### config.mk
export PLATFORM = sky130hd
export DESIGN_NAME = mc_block_sequencer
export DESIGN_NICKNAME = d
export VERILOG_FILES = /design/src/rtl/mc_block_sequencer.sv
export SDC_FILE = /design/constraint.sdc
export NUM_CORES = 1
export LEC_CHECK = 0
export BUFFER_PORTS_ARGS = -buffer_cell sky130_fd_sc_hd__buf_2
export CAP_MARGIN = 15
export CORE_MARGIN = 10
export CORE_UTILIZATION = 25
export CTS_BUF_LIST = sky130_fd_sc_hd__clkbuf_8 sky130_fd_sc_hd__clkbuf_16
export CTS_CLUSTER_DIAMETER = 50
export DETAILED_ROUTE_END_ITERATION = 8
export GPL_TIMING_DRIVEN = 0
export PLACE_DENSITY = 0.51
export SETUP_SLACK_MARGIN = 0.3
export SYNTH_ARGS = -nofsm -noshare
export SYNTH_HDL_FRONTEND = slang
export SYNTH_SLANG_ARGS = --single-unit
### constraint.sdc
create_clock -name clk -period 1.65 [get_ports clk]
set_input_delay 0.2475 -clock clk [delete_from_list [all_inputs] [get_ports clk]]
set_output_delay 0.2475 -clock clk [all_outputs]
set_load 0.02 [all_outputs]
### src/rtl/mc_block_sequencer.sv
// mc_block_sequencer: walks a frame in MB_SIZE blocks, turns ME vectors into MC reference origins.
// Define MC_SEQ_MV_CLAMP_EN to clamp reference origins so every MC access stays inside the frame.
module mc_block_sequencer #(
   parameter int MB_SIZE    = 4,
   parameter int FRAME_W    = 16,
   parameter int FRAME_H    = 16,
   parameter int MV_W       = 6,
   parameter int MC_LATENCY = 1
) (
   input  logic            clk,
   input  logic            reset,
   input  logic            start,
   output logic            busy,
   output logic            done,
   input  logic            mv_valid,
   output logic            mv_ready,
   input  logic [MV_W-1:0] mv_x,
   input  logic [MV_W-1:0] mv_y,
   output logic [7:0]      blk_x,
   output logic [7:0]      blk_y,
   output logic [7:0]      ref_x,
   output logic [7:0]      ref_y,
   output logic            mc_start,
   output logic            res_valid,
   input  logic            res_ready
);
   typedef enum logic [2:0] {IDLE, WAIT_MV, ISSUE, WAIT_MC, OUT, DONE} state_t;
   localparam int CW = MC_LATENCY > 1 ? $clog2(MC_LATENCY) : 1;
   localparam logic [7:0] X_MAX = 8'(FRAME_W - MB_SIZE);
   localparam logic [7:0] Y_MAX = 8'(FRAME_H - MB_SIZE);
   localparam logic [7:0] STEP = 8'(MB_SIZE);
   state_t state;
   logic [CW-1:0] cnt;
   logic [7:0] nref_x, nref_y;
`ifdef MC_SEQ_MV_CLAMP_EN
   logic signed [9:0] sum_x, sum_y;
   always_comb begin
      sum_x = $signed({2'b00, blk_x}) + $signed({{(10-MV_W){mv_x[MV_W-1]}}, mv_x});
      sum_y = $signed({2'b00, blk_y}) + $signed({{(10-MV_W){mv_y[MV_W-1]}}, mv_y});
      nref_x = sum_x < 0 ? 8'd0 : (sum_x > $signed({2'b00, X_MAX}) ? X_MAX : sum_x[7:0]);
      nref_y = sum_y < 0 ? 8'd0 : (sum_y > $signed({2'b00, Y_MAX}) ? Y_MAX : sum_y[7:0]);
   end
`else
   // Unclamped origin wraps modulo 256; ME owns range checking.
   always_comb begin
      nref_x = blk_x + {{(8-MV_W){mv_x[MV_W-1]}}, mv_x};
      nref_y = blk_y + {{(8-MV_W){mv_y[MV_W-1]}}, mv_y};
   end
`endif
   always_ff @(posedge clk) begin
      if (reset) begin
         state     <= IDLE;
         busy      <= 1'b0;
         done      <= 1'b0;
         mv_ready  <= 1'b0;
         mc_start  <= 1'b0;
         res_valid <= 1'b0;
         blk_x     <= '0;
         blk_y     <= '0;
         ref_x     <= '0;
         ref_y     <= '0;
         cnt       <= '0;
      end else begin
         case (state)
            IDLE: if (start) begin
               state    <= WAIT_MV;
               busy     <= 1'b1;
               mv_ready <= 1'b1;
               blk_x    <= '0;
               blk_y    <= '0;
            end
            WAIT_MV: if (mv_valid) begin
               state    <= ISSUE;
               mv_ready <= 1'b0;
               mc_start <= 1'b1;
               ref_x    <= nref_x;
               ref_y    <= nref_y;
            end
            ISSUE: begin
               state    <= WAIT_MC;
               mc_start <= 1'b0;
               cnt      <= CW'(MC_LATENCY - 1);
            end
            WAIT_MC: if (cnt == '0) begin
               state     <= OUT;
               res_valid <= 1'b1;
            end else
               cnt <= cnt - 1'b1;
            OUT: if (res_ready) begin
               res_valid <= 1'b0;
               if (blk_x < X_MAX) begin
                  blk_x    <= blk_x + STEP;
                  state    <= WAIT_MV;
                  mv_ready <= 1'b1;
               end else if (blk_y < Y_MAX) begin
                  blk_x    <= '0;
                  blk_y    <= blk_y + STEP;
                  state    <= WAIT_MV;
                  mv_ready <= 1'b1;
               end else begin
                  state <= DONE;
                  busy  <= 1'b0;
                  done  <= 1'b1;
               end
            end
            DONE: begin
               done  <= 1'b0;
               state <= IDLE;
            end
            default: state <= IDLE;
         endcase
      end
   end
endmodule

# --- Yosys cells after proc, flatten, opt, wreduce, memory -nomap -nowiden ---
# Index checks and enable logic that the tools add are counted.
totals:
  ff_bits: 41
  inputBits: 17
  out_inout_bits: 37
  elab_cells: 84
classes:
  n_addsub: 5
  n_lt_le_gt_ge: 2
  n_eq_ne: 13
  mux: 37
  reduce_logical: 16
ops:
  columns: ["cell", "count"]
  rows:
  - ["$mux W8", 7]
  - ["$pmux W8 S2", 2]
  - ["$mux W3", 6]
  - ["$add A8 B3 Y8 const B", 2]
  - ["$add A8 B8 Y8", 2]
  - ["$lt A8 B4 Y1 const B", 2]
  - ["$mux W1", 15]
  - ["$pmux W3 S5", 1]
  - ["$reduce_and A5 Y1", 3]
  - ["$ne A2 B2 Y1 const B", 7]
  - ["$reduce_and A4 Y1", 3]
  - ["$pmux W1 S2", 5]
  - ["$reduce_bool A2 Y1", 5]
  - ["$eq A3 B2 Y1 const B", 2]
  - ["$eq A3 B3 Y1 const B", 2]
  - ["$reduce_and A2 Y1", 2]
  - ["$eq A3 B1 Y1 const B", 1]
  - ["$logic_not A3 Y1", 1]
  - ["$ne A3 B3 Y1 const B", 1]
  - ["$pmux W1 S3", 1]
  - ["$reduce_and A3 Y1", 1]
  - ["$reduce_bool A3 Y1", 1]
  - ["$sub A1 B1 Y1 const B", 1]

# --- Longest topological paths before layout ---
# Gate-level depths: netlist of the first run.
depth:
  word_depth: 5
  mapped_depth: 6

# --- Worst setup path after synthesis of the first run ---
# No wires, ideal clock.
synth_timing:
  path_type: "flip-flop to flip-flop"
  start: "reg blk_x[4]"
  end: "reg ref_x[7]"
  setup_ns: 0.086
  t_arrival_ns: 1.643
  required_ns: 1.564
  path_slack_ns: -0.079
  stages_incl_launch_ff: 6
  path_buffers: 0
  period_less_slack_ns: 1.729
  cell_sequence: "dfxtp_1 ha_1 and3_1 a2111oi_2 xnor2_1 a211oi_1"
synth_via:
  elab_chain_cells: 1
synth_rtl:
  columns: ["item", "line", "source"]
  rows:
  - ["start: declaration", "19", "output logic [7:0] blk_x,"]
  - ["start signal: assignment", "92", "blk_x <= blk_x + STEP;"]
  - ["$add A8 B8 Y8", "46", "nref_x = blk_x + {{(8-MV_W){mv_x[MV_W-1]}}, mv_x};"]
  - ["end signal: assignment", "76", "ref_x <= nref_x;"]
  - ["end: declaration", "21", "output logic [7:0] ref_x,"]
# Every way passes these cells.
# A chain may end at the register's enable or synchronous reset.

# --- Final worst setup path of the first run ---
layout_timing:
  start: "reg state[0]"
  end: "reg blk_y[2]"
layout_via:
  elab_chain_cells: 3
  elab_cells_between_ends: 9
  cone_classes: "5 x eq/ne; 1 x mux; 3 x reduce/logical"
layout_rtl:
  columns: ["item", "line", "source"]
  rows:
  - ["start: declaration", "32", "state_t state;"]
  - ["start signal: assignment", "52", "state <= IDLE;"]
  - ["start signal: assignment", "66", "state <= WAIT_MV;"]
  - ["start signal: assignment", "73", "state <= ISSUE;"]
  - ["$eq A3 B3 Y1 or $logic_not A3 Y1 (tied branches)", "64", "case (state)"]
  - ["$ne A2 B2 Y1 (no line) or $reduce_bool A2 Y1 (tied branches)", null, null]
  - ["$reduce_and A5 Y1 (no line)", null, null]
  - ["end signal: assignment", "97", "blk_y <= blk_y + STEP;"]
  - ["end: declaration", "20", "output logic [7:0] blk_y,"]
# Several ways; a longest one is shown, not always the timed one.

==> impl_metrics.prom, run 1 <==
# TYPE chip_impl_metric gauge
chip_impl_metric{name="path_clk_slew",unit="ps"} 80
chip_impl_info{name="slowest_stage",value="sky130_fd_sc_hd__or3b_4"} 1
chip_impl_metric{name="num-nets-final",unit=""} 347
chip_impl_info{name="criticalPathCategory",value="reg2reg"} 1
chip_impl_metric{name="fmax",unit="GHz"} 0.6375
chip_impl_metric{name="synth.yosys.seq_area_share",unit=""} 0.3625
chip_impl_metric{name="clkPwrFrac",unit=""} 0.373
chip_impl_metric{name="post-route-drc-count",unit=""} 0
chip_impl_metric{name="initial_utilization",unit=""} 0.2573
chip_impl_metric{name="global_route.overflow_total",unit=""} 0
chip_impl_metric{name="htree_num_levels",unit=""} 2
chip_impl_info{name="outcome",value="complete, no violations"} 1
chip_impl_metric{name="gp_routability_congestion",unit=""} 0.7427
chip_impl_info{name="tritoncts",value="built"} 1
chip_impl_metric{name="multi_input_area",unit="sq mm"} 0.001553
chip_impl_metric{name="synth_compound_gate_area_share",unit=""} 0.1932
chip_impl_metric{name="grt_max_degree",unit=""} 12
chip_impl_metric{name="yosys.area_share.simple",unit=""} 0.2599
chip_impl_metric{name="period_share",unit=""} 0.9506
chip_impl_info{name="startpoint_type",value="flip-flop"} 1
chip_impl_info{name="root_buf_cell",value="sky130_fd_sc_hd__clkbuf_8"} 1
chip_impl_metric{name="drt-total-wl",unit="um"} 6554
chip_impl_metric{name="ioPinCount",unit=""} 54
chip_impl_metric{name="grt_antenna_before_repair",unit=""} 0
chip_impl_metric{name="clkSinkCount",unit=""} 36
chip_impl_metric{name="max-vdd-ir-drop",unit="V"} 0.0003964
chip_impl_metric{name="pwr_density_cell",unit="mW/mm^2"} 676.4
chip_impl_metric{name="critPathMaxStageDelay",unit="ps"} 370
chip_impl_metric{name="hold-worst-slack",unit="ps"} 204.2
chip_impl_metric{name="die_width",unit="um"} 109.2
chip_impl_metric{name="die_height",unit="um"} 109.2
chip_impl_metric{name="comb_power_share",unit=""} 0.212
chip_impl_metric{name="cts-buffers-inserted",unit=""} 5
chip_impl_metric{name="setup.reg_to_reg.worst_slack",unit="ps"} 80
chip_impl_metric{name="synth.lib_cells_used.distinct",unit=""} 45
chip_impl_metric{name="timing.critical_path.required",unit="ps"} 1840
chip_impl_info{name="layout_commonest_cell",value="sky130_fd_sc_hd__buf_2"} 1
chip_impl_metric{name="maxSlewViolCount",unit=""} 0
chip_impl_metric{name="grt_util_all_layers",unit=""} 0.1051
chip_impl_info{name="crit_family",value="simple AND/OR/NAND/NOR gates"} 1
chip_impl_metric{name="place.port_buffers",unit=""} 48
chip_impl_metric{name="total_power",unit="uW"} 2189
chip_impl_metric{name="routed-via-count",unit=""} 2062
chip_impl_metric{name="pint",unit="uW"} 1569
chip_impl_metric{name="report.final.setup_viol",unit=""} 0
chip_impl_metric{name="postSynth.asyncResetShare",unit=""} 0
chip_impl_info{name="grt_setup_unrepaired",value="yes"} 1
chip_impl_metric{name="seq_area",unit="sq um"} 763.2
chip_impl_metric{name="drt-vias-per-instance",unit=""} 4.921
chip_impl_metric{name="grt_pass1_wl",unit="um"} 10010
chip_impl_metric{name="first_global_vias",unit=""} 1991
chip_impl_metric{name="floorplan.core_area",unit="sq mm"} 0.007727
chip_impl_info{name="synth_top_family_by_area",value="simple AND/OR/NAND/NOR gates"} 1
chip_impl_metric{name="power.share.sequential",unit=""} 0.414
chip_impl_metric{name="n_antenna_cell",unit=""} 0
chip_impl_metric{name="drt-initial-drc-count",unit=""} 38
chip_impl_metric{name="area_growth_from_synthesis_to_layout",unit="%"} 62.81
chip_impl_metric{name="detailedRoute.firstPassIterationCount",unit=""} 4
chip_impl_metric{name="postSynthCellCount",unit=""} 227
chip_impl_info{name="layout.cells.most_common_list",value="sky130_fd_sc_hd__buf_2 (49), sky130_fd_sc_hd__buf_4 (28), sky130_fd_sc_hd__dfxtp_1 (22)"} 1
chip_impl_metric{name="die_area",unit="sq mm"} 0.01192
chip_impl_metric{name="filler_cell_count",unit=""} 767
chip_impl_info{name="critPathCaptureType",value="flip-flop"} 1
chip_impl_metric{name="placement.setup.worst_slack",unit="ps"} -134.7
chip_impl_metric{name="final_period_minus_worst_setup_slack",unit="ps"} 1569
chip_impl_metric{name="cts-hold-fix-buffers",unit=""} 0
chip_impl_metric{name="finalWorstSetupSlack",unit="ps"} 81.49
chip_impl_metric{name="synth_warnings",unit=""} 0
chip_impl_metric{name="crit_fanout",unit=""} 7
chip_impl_metric{name="worst-path-buf-inv",unit=""} 2
chip_impl_metric{name="worstSkewPairLatency",unit="ps"} 300
chip_impl_metric{name="synth-edff-count",unit=""} 0
chip_impl_metric{name="worst-endpoint-arrival",unit="ps"} 1760
chip_impl_metric{name="ant_nets",unit=""} 0
chip_impl_metric{name="leakage",unit="uW"} 0.001386
chip_impl_info{name="ys.flop_type",value="sky130_fd_sc_hd__dfxtp_1"} 1
chip_impl_metric{name="drive_gt1_frac",unit=""} 0.5363
chip_impl_metric{name="synth_area_per_cell",unit="sq um"} 8.758
chip_impl_metric{name="detail_route.wl_per_cell",unit="um"} 15.64
chip_impl_metric{name="num_rows",unit=""} 32
chip_impl_metric{name="synth.ff_latch_count",unit=""} 36
chip_impl_metric{name="net-switching-power",unit="uW"} 620.7
chip_impl_metric{name="switching_share",unit=""} 0.2835
chip_impl_metric{name="maxCapViolCount",unit=""} 0
chip_impl_metric{name="yosys.area_share.xor_xnor",unit=""} 0.03524
chip_impl_metric{name="synth_mux_area_frac",unit=""} 0
chip_impl_info{name="worst_hold_path_type",value="in2reg"} 1
chip_impl_metric{name="post_synth_instance_area",unit="sq mm"} 0.001988
chip_impl_metric{name="dp_hpwl",unit="um"} 4666
chip_impl_info{name="critPathMostFrequentCell",value="sky130_fd_sc_hd__buf_6"} 1
chip_impl_metric{name="fin_skew",unit="ps"} 9.800
chip_impl_metric{name="report.final.hold_viol_count",unit=""} 0
chip_impl_metric{name="max-clock-path-buffers",unit=""} 2
chip_impl_info{name="path_cells",value="buf_6 > or3b_4 > buf_6 > or3_1 > o311ai_1"} 1
chip_impl_metric{name="synthAdderAreaFrac",unit=""} 0.08811
-- metrics by stage --
stage | instance area (sq um) | instances | util | setup TNS (ps)
2_1_floorplan | 2213 | 232 | - | 0
3_3_place_gp | 2581 | 382 | 0.3340 | -2025
3_5_place_dp | 2581 | 382 | 0.3340 | -2231
4_1_cts | 2992 | 414 | 0.3871 | 0
5_1_grt | 3237 | 419 | 0.4189 | 0
6_report | 3237 | 419 | 0.4189 | 0
-- cell usage after synthesis, types with 4 or more instances --
library cell | count | area share
sky130_fd_sc_hd__nor3b_1 | 8 | 0.030
sky130_fd_sc_hd__a31oi_1 | 4 | 0.013
sky130_fd_sc_hd__xnor2_1 | 8 | 0.035
sky130_fd_sc_hd__inv_1 | 4 | 0.0075
sky130_fd_sc_hd__dfxtp_1 | 36 | 0.36
sky130_fd_sc_hd__buf_2 | 4 | 0.010
sky130_fd_sc_hd__nand2_1 | 21 | 0.040
sky130_fd_sc_hd__o21ai_0 | 6 | 0.015
sky130_fd_sc_hd__nor2_1 | 14 | 0.026
sky130_fd_sc_hd__or4_1 | 5 | 0.019
sky130_fd_sc_hd__and2_1 | 5 | 0.016
sky130_fd_sc_hd__a21oi_1 | 14 | 0.035
sky130_fd_sc_hd__a211oi_1 | 8 | 0.030
sky130_fd_sc_hd__nor3_1 | 6 | 0.015
sky130_fd_sc_hd__nand3_1 | 13 | 0.033
sky130_fd_sc_hd__and3_1 | 6 | 0.019
sky130_fd_sc_hd__buf_4 | 6 | 0.023
sky130_fd_sc_hd__clkbuf_1 | 4 | 0.0075
sky130_fd_sc_hd__ha_1 | 14 | 0.088
-- cell families after synthesis --
kind of cell             after synthesis
AO/OA/AOI/OAI                         54
XOR/XNOR                               8
adder cells (fa/ha/maj)               14
buffers and inverters                 22
flip-flops                            36
other                                  1
AND/OR/NAND/NOR                       92
-- path summary, 6_finish.rpt --
path,endpoint,cells after the start,start
min reg2reg,ref_x[0],2,ref_x[0]
max,blk_y[2],5,state[0]
min,ref_x[0],3,mv_x[0]
max reg2reg,blk_y[2],5,state[0]
-- sequential cells by signal (all words and copies together), names as in the netlist --
register / count
blk_x: 6
blk_y: 6
busy: 1
done: 1
mc_start: 1
mv_ready: 1
ref_x: 8
ref_y: 8
res_valid: 1
state: 3
-- per-layer routing --
| metal | up-vias | wire length (um) | GRT usage |
|---|---|---|---|
| met5 | - | 0 | 0 |
| met4 | 0 | 32 | 0.03067 |
| met3 | 4 | 515 | 0.03835 |
| met2 | 59 | 3076 | 0.1705 |
| met1 | 976 | 2930 | 0.1277 |
| li1 | 1023 | - | - |
-- power groups by stage --
| stage | registers [uW] | clock network (uW) | logic, uW |
|---|---|---|---|
| 5_1_grt | 911 | 862 | 505 |
| 2_1_floorplan | 960 | 0 | 198 |
| 6_report | 907 | 817 | 465 |
| 3_3_place_gp | 925 | 0 | 347 |
| 3_5_place_dp | 926 | 0 | 349 |
| 4_1_cts | 906 | 835 | 403 |
-- tightest hold or removal path: stages --
cell                      delay [ps]
sky130_fd_sc_hd__buf_2           110
sky130_fd_sc_hd__nand2_4          60
sky130_fd_sc_hd__a21oi_2          40
-- layout make-up --
class	count	share of cell area
Buffer	17	0.04561
Clock buffer	8	0.03750
Inverter	5	0.007344
Multi-Input combinational cell	174	0.4797
Sequential cell	36	0.2358
Tap cell	102	0.03943
Timing Repair Buffer	77	0.1546
-- repair_timing --
item                       in CTS  in global routing
pin swaps                      18                 18
setup endpoints to repair      31                 37
setup buffers                  24                  4
resized for setup              25                 48
gates cloned                    0                  1
Note: power is estimated with default switching activity, not from simulation.
==> run 2: changes to the inputs <==
- ABC_AREA: not set -> 1
- CORE_UTILIZATION: 25 -> 48
- MAX_ROUTING_LAYER: not set -> met4
- PLACE_DENSITY: 0.51 -> 0.81
==> run 2 against run 1 <==
Combinational power increased by 11%. Hold slack got worse by 2.2 ps. Register-to-register slack improved by 260 ps. Critical endpoint is now ref_y[7]. Highest routed layer unchanged. Clock skew decreased by 4.0 ps. Flip-flop and latch count unchanged.
==> impl_metrics.prom, run 2 <==
# TYPE chip_impl_metric gauge
chip_impl_info{name="outcome",value="complete, no violations"} 1
chip_impl_metric{name="setup.reg_to_reg.worst_slack",unit="ps"} 350
chip_impl_metric{name="clkSinkCount",unit=""} 36
chip_impl_metric{name="cts-buffers-inserted",unit=""} 5
chip_impl_info{name="layout_commonest_cell",value="sky130_fd_sc_hd__nand2_1"} 1
chip_impl_metric{name="worst-endpoint-arrival",unit="ps"} 1510
chip_impl_metric{name="grt_pass1_wl",unit="um"} 8493
chip_impl_metric{name="yosysTopAreaCellShare",unit=""} 0.3402
chip_impl_metric{name="post-route-drc-count",unit=""} 0
chip_impl_metric{name="detailedRoute.firstPassIterationCount",unit=""} 6
chip_impl_info{name="critPathCaptureType",value="flip-flop"} 1
chip_impl_metric{name="critPathMaxStageDelay",unit="ps"} 370
chip_impl_metric{name="placement.setup.worst_slack",unit="ps"} 213.1
chip_impl_metric{name="worst-path-buf-inv",unit=""} 2
chip_impl_info{name="slowest_stage",value="sky130_fd_sc_hd__dfxtp_2"} 1
chip_impl_metric{name="seq_area",unit="sq um"} 754.5
chip_impl_metric{name="first_global_vias",unit=""} 1951
chip_impl_metric{name="routed-via-count",unit=""} 2054
chip_impl_metric{name="fmax",unit="GHz"} 0.7668
chip_impl_metric{name="switching_share",unit=""} 0.2916
chip_impl_info{name="root_buf_cell",value="sky130_fd_sc_hd__clkbuf_8"} 1
chip_impl_metric{name="die_height",unit="um"} 86.43
chip_impl_info{name="tritoncts",value="built"} 1
chip_impl_metric{name="global_route.overflow_total",unit=""} 0
chip_impl_metric{name="grt_antenna_before_repair",unit=""} 0
chip_impl_metric{name="multi_input_area",unit="sq mm"} 0.001405
chip_impl_metric{name="maxSlewViolCount",unit=""} 0
chip_impl_metric{name="synth.lib_cells_used.distinct",unit=""} 30
chip_impl_metric{name="maxCapViolCount",unit=""} 0
chip_impl_info{name="synth.area.top_cells",value="sky130_fd_sc_hd__dfxtp_1 (34%), sky130_fd_sc_hd__nand2_1 (13%), sky130_fd_sc_hd__nor2_1 (10%)"} 1
chip_impl_info{name="synth_most_common_cell",value="sky130_fd_sc_hd__nand2_1"} 1
chip_impl_metric{name="crit_fanout",unit=""} 5
chip_impl_metric{name="dp_hpwl",unit="um"} 3850
chip_impl_metric{name="synth_warnings",unit=""} 0
chip_impl_metric{name="period_share",unit=""} 0.7904
chip_impl_metric{name="worstSkewPairLatency",unit="ps"} 300
chip_impl_metric{name="grt_max_degree",unit=""} 12
chip_impl_metric{name="detail_route.wl_per_cell",unit="um"} 13.04
chip_impl_metric{name="fin_skew",unit="ps"} 5.762
chip_impl_metric{name="htree_num_levels",unit=""} 2
chip_impl_metric{name="ant_nets",unit=""} 0
chip_impl_metric{name="finalWorstSetupSlack",unit="ps"} 345.8
chip_impl_metric{name="n_antenna_cell",unit=""} 0
chip_impl_info{name="criticalPathCategory",value="reg2reg"} 1
chip_impl_metric{name="path_clk_slew",unit="ps"} 80
chip_impl_metric{name="report.final.hold_viol_count",unit=""} 0
chip_impl_info{name="path_cells",value="ha_4 > nand2_1 > inv_1 > nand2_1 > nand3_1 > nand2_1 > nand3_2 > nand2_1 > inv_1"} 1
chip_impl_info{name="ys.flop_type",value="sky130_fd_sc_hd__dfxtp_1"} 1
chip_impl_metric{name="ioPinCount",unit=""} 54
chip_impl_metric{name="fin_setup_tns",unit="ps"} 0
chip_impl_metric{name="max-vdd-ir-drop",unit="V"} 0.0004234
chip_impl_metric{name="max-clock-path-buffers",unit=""} 2
chip_impl_metric{name="pint",unit="uW"} 1658
chip_impl_metric{name="synth.ff_latch_count",unit=""} 36
chip_impl_metric{name="leakage",unit="uW"} 0.001424
chip_impl_info{name="yosys-top-cells-count",value="sky130_fd_sc_hd__nand2_1 (72), sky130_fd_sc_hd__nor2_1 (57), sky130_fd_sc_hd__dfxtp_1 (36), sky130_fd_sc_hd__inv_1 (32), sky130_fd_sc_hd__a21oi_1 (15)"} 1
chip_impl_metric{name="die_width",unit="um"} 86.43
chip_impl_metric{name="floorplan.core_area",unit="sq mm"} 0.004324
chip_impl_metric{name="num-nets-final",unit=""} 398
chip_impl_metric{name="final_period_minus_worst_setup_slack",unit="ps"} 1304
chip_impl_info{name="layout_top_registers",value="ref_x (8), ref_y (8)"} 1
chip_impl_metric{name="report.final.setup_viol",unit=""} 0
chip_impl_info{name="startpoint_type",value="flip-flop"} 1
chip_impl_metric{name="num_rows",unit=""} 24
chip_impl_info{name="worst_hold_path_type",value="in2reg"} 1
chip_impl_metric{name="drt-vias-per-instance",unit=""} 4.890
chip_impl_metric{name="place.port_buffers",unit=""} 48
chip_impl_metric{name="drt-total-wl",unit="um"} 5478
chip_impl_metric{name="pwr_density_cell",unit="mW/mm^2"} 815.9
chip_impl_metric{name="synth.yosys.seq_area_share",unit=""} 0.3402
chip_impl_info{name="yosysTopAreaCell",value="sky130_fd_sc_hd__dfxtp_1"} 1
chip_impl_info{name="grt_setup_unrepaired",value="no"} 1
chip_impl_metric{name="postSynthCellCount",unit=""} 301
chip_impl_metric{name="drive_gt1_frac",unit=""} 0.3832
chip_impl_metric{name="area_growth_from_synthesis_to_layout",unit="%"} 35.38
chip_impl_metric{name="initial_utilization",unit=""} 0.4899
chip_impl_metric{name="synth-edff-count",unit=""} 0
chip_impl_metric{name="clkPwrFrac",unit=""} 0.371
chip_impl_metric{name="net-switching-power",unit="uW"} 682.3
chip_impl_info{name="layout.cells.most_common_list",value="sky130_fd_sc_hd__nand2_1 (65), sky130_fd_sc_hd__nor2_1 (54), sky130_fd_sc_hd__buf_2 (50)"} 1
chip_impl_metric{name="grt_util_all_layers",unit=""} 0.1410
chip_impl_metric{name="power.share.sequential",unit=""} 0.408
chip_impl_metric{name="drt-initial-drc-count",unit=""} 75
chip_impl_metric{name="timing.critical_path.required",unit="ps"} 1850
chip_impl_metric{name="gp_routability_congestion",unit=""} 0.8950
chip_impl_info{name="critPathMostFrequentCell",value="sky130_fd_sc_hd__nand2_1"} 1
chip_impl_metric{name="post_synth_instance_area",unit="sq mm"} 0.002118
chip_impl_info{name="crit_family",value="simple AND/OR/NAND/NOR gates"} 1
chip_impl_metric{name="die_area",unit="sq mm"} 0.007470
chip_impl_metric{name="comb_power_share",unit=""} 0.221
chip_impl_metric{name="filler_cell_count",unit=""} 375
chip_impl_metric{name="synth_area_per_cell",unit="sq um"} 7.037
chip_impl_metric{name="postSynth.asyncResetShare",unit=""} 0
==> run 2: cell count changes after synthesis, sizes merged, moves of 6 or more <==
cell,change
a211oi,-8
and2,-6
and3,-6
inv,+34
nand2,+53
nand3,+9
nor2,+47
nor3b,-8
o21ai,+6
==> run 2: cell type report <==
cell class | count | share of cell area
Clock inverter | 1 | 0.01047
Clock buffer | 7 | 0.03360
Inverter | 38 | 0.05323
Timing Repair Buffer | 54 | 0.09948
Multi-Input combinational cell | 223 | 0.4900
Sequential cell | 36 | 0.2631
Tap cell | 52 | 0.02269
Buffer | 9 | 0.02749
==> run 2: power by group through the flow <==
| stage | Sequential [uW] | Combinational [uW] | Clock [uW] |
|---|---|---|---|
| final | 955 | 517 | 868 |
| after global routing | 962 | 579 | 923 |
| after CTS | 960 | 467 | 883 |
| after detailed placement | 978 | 457 | 0 |
| after global placement | 976 | 452 | 0 |
| after floorplan | 1030 | 280 | 0 |
==> run 2: cells by family (layout without fill, tap and decap cells) <==
kind of cell	after synthesis	after routing	share of synthesized area
adders and majority gates	14	14	0.08269
buffers and inverters	47	109	0.1081
xor gates and xnor gates	8	8	0.03307
other	1	6	0.001770
and+or+nand+nor	164	164	0.3467
AOI/OAI and AO/OA	31	31	0.08741
DFF	36	36	0.3402
==> run 2: layer usage <==
metal,vias up,part of all wire,global-route usage
met2,48,0.50,0.2329
met5,-,0,-
met4,0,0.019,0.06775
li1,1072,-,-
met3,11,0.058,0.04315
met1,923,0.42,0.1504
==> run 2: final timing paths <==
path | cells after the start | startpoint | end
worst max-delay path | 9 | blk_y[5] | ref_y[7]
worst min-delay path | 3 | mv_x[0] | ref_x[0]
worst max register to register | 9 | blk_y[5] | ref_y[7]
worst min register to register | 2 | busy | busy
==> run 2: timing repair <==
item	in CTS	in global routing
endpoints found under the setup margin	18	20
hold buffers	0	0
buffers inserted	0	6
resized for setup	6	53
pin swaps	0	15
==> run 2: worst register-to-register path, stage by stage (launching register included) <==
cell	delay, ps
sky130_fd_sc_hd__dfxtp_2	370
sky130_fd_sc_hd__ha_4	230
sky130_fd_sc_hd__nand2_1	100
sky130_fd_sc_hd__inv_1	50
sky130_fd_sc_hd__nand2_1	100
sky130_fd_sc_hd__nand3_1	120
sky130_fd_sc_hd__nand2_1	90
sky130_fd_sc_hd__nand3_2	70
sky130_fd_sc_hd__nand2_1	50
sky130_fd_sc_hd__inv_1	30
==> run 2: through the flow <==
stage | hold slack [ps] | power, uW | util | cells | cell area [sq um]
2_1_floorplan | 411.5 | 1313 | - | 306 | 2141
3_3_place_gp | 448.6 | 1428 | 0.5657 | 406 | 2446
3_5_place_dp | 452.7 | 1436 | 0.5657 | 406 | 2446
4_1_cts | 200.6 | 2310 | 0.6039 | 414 | 2611
5_1_grt | 254.9 | 2464 | 0.6632 | 420 | 2868
6_report | 201.9 | 2340 | 0.6632 | 420 | 2868
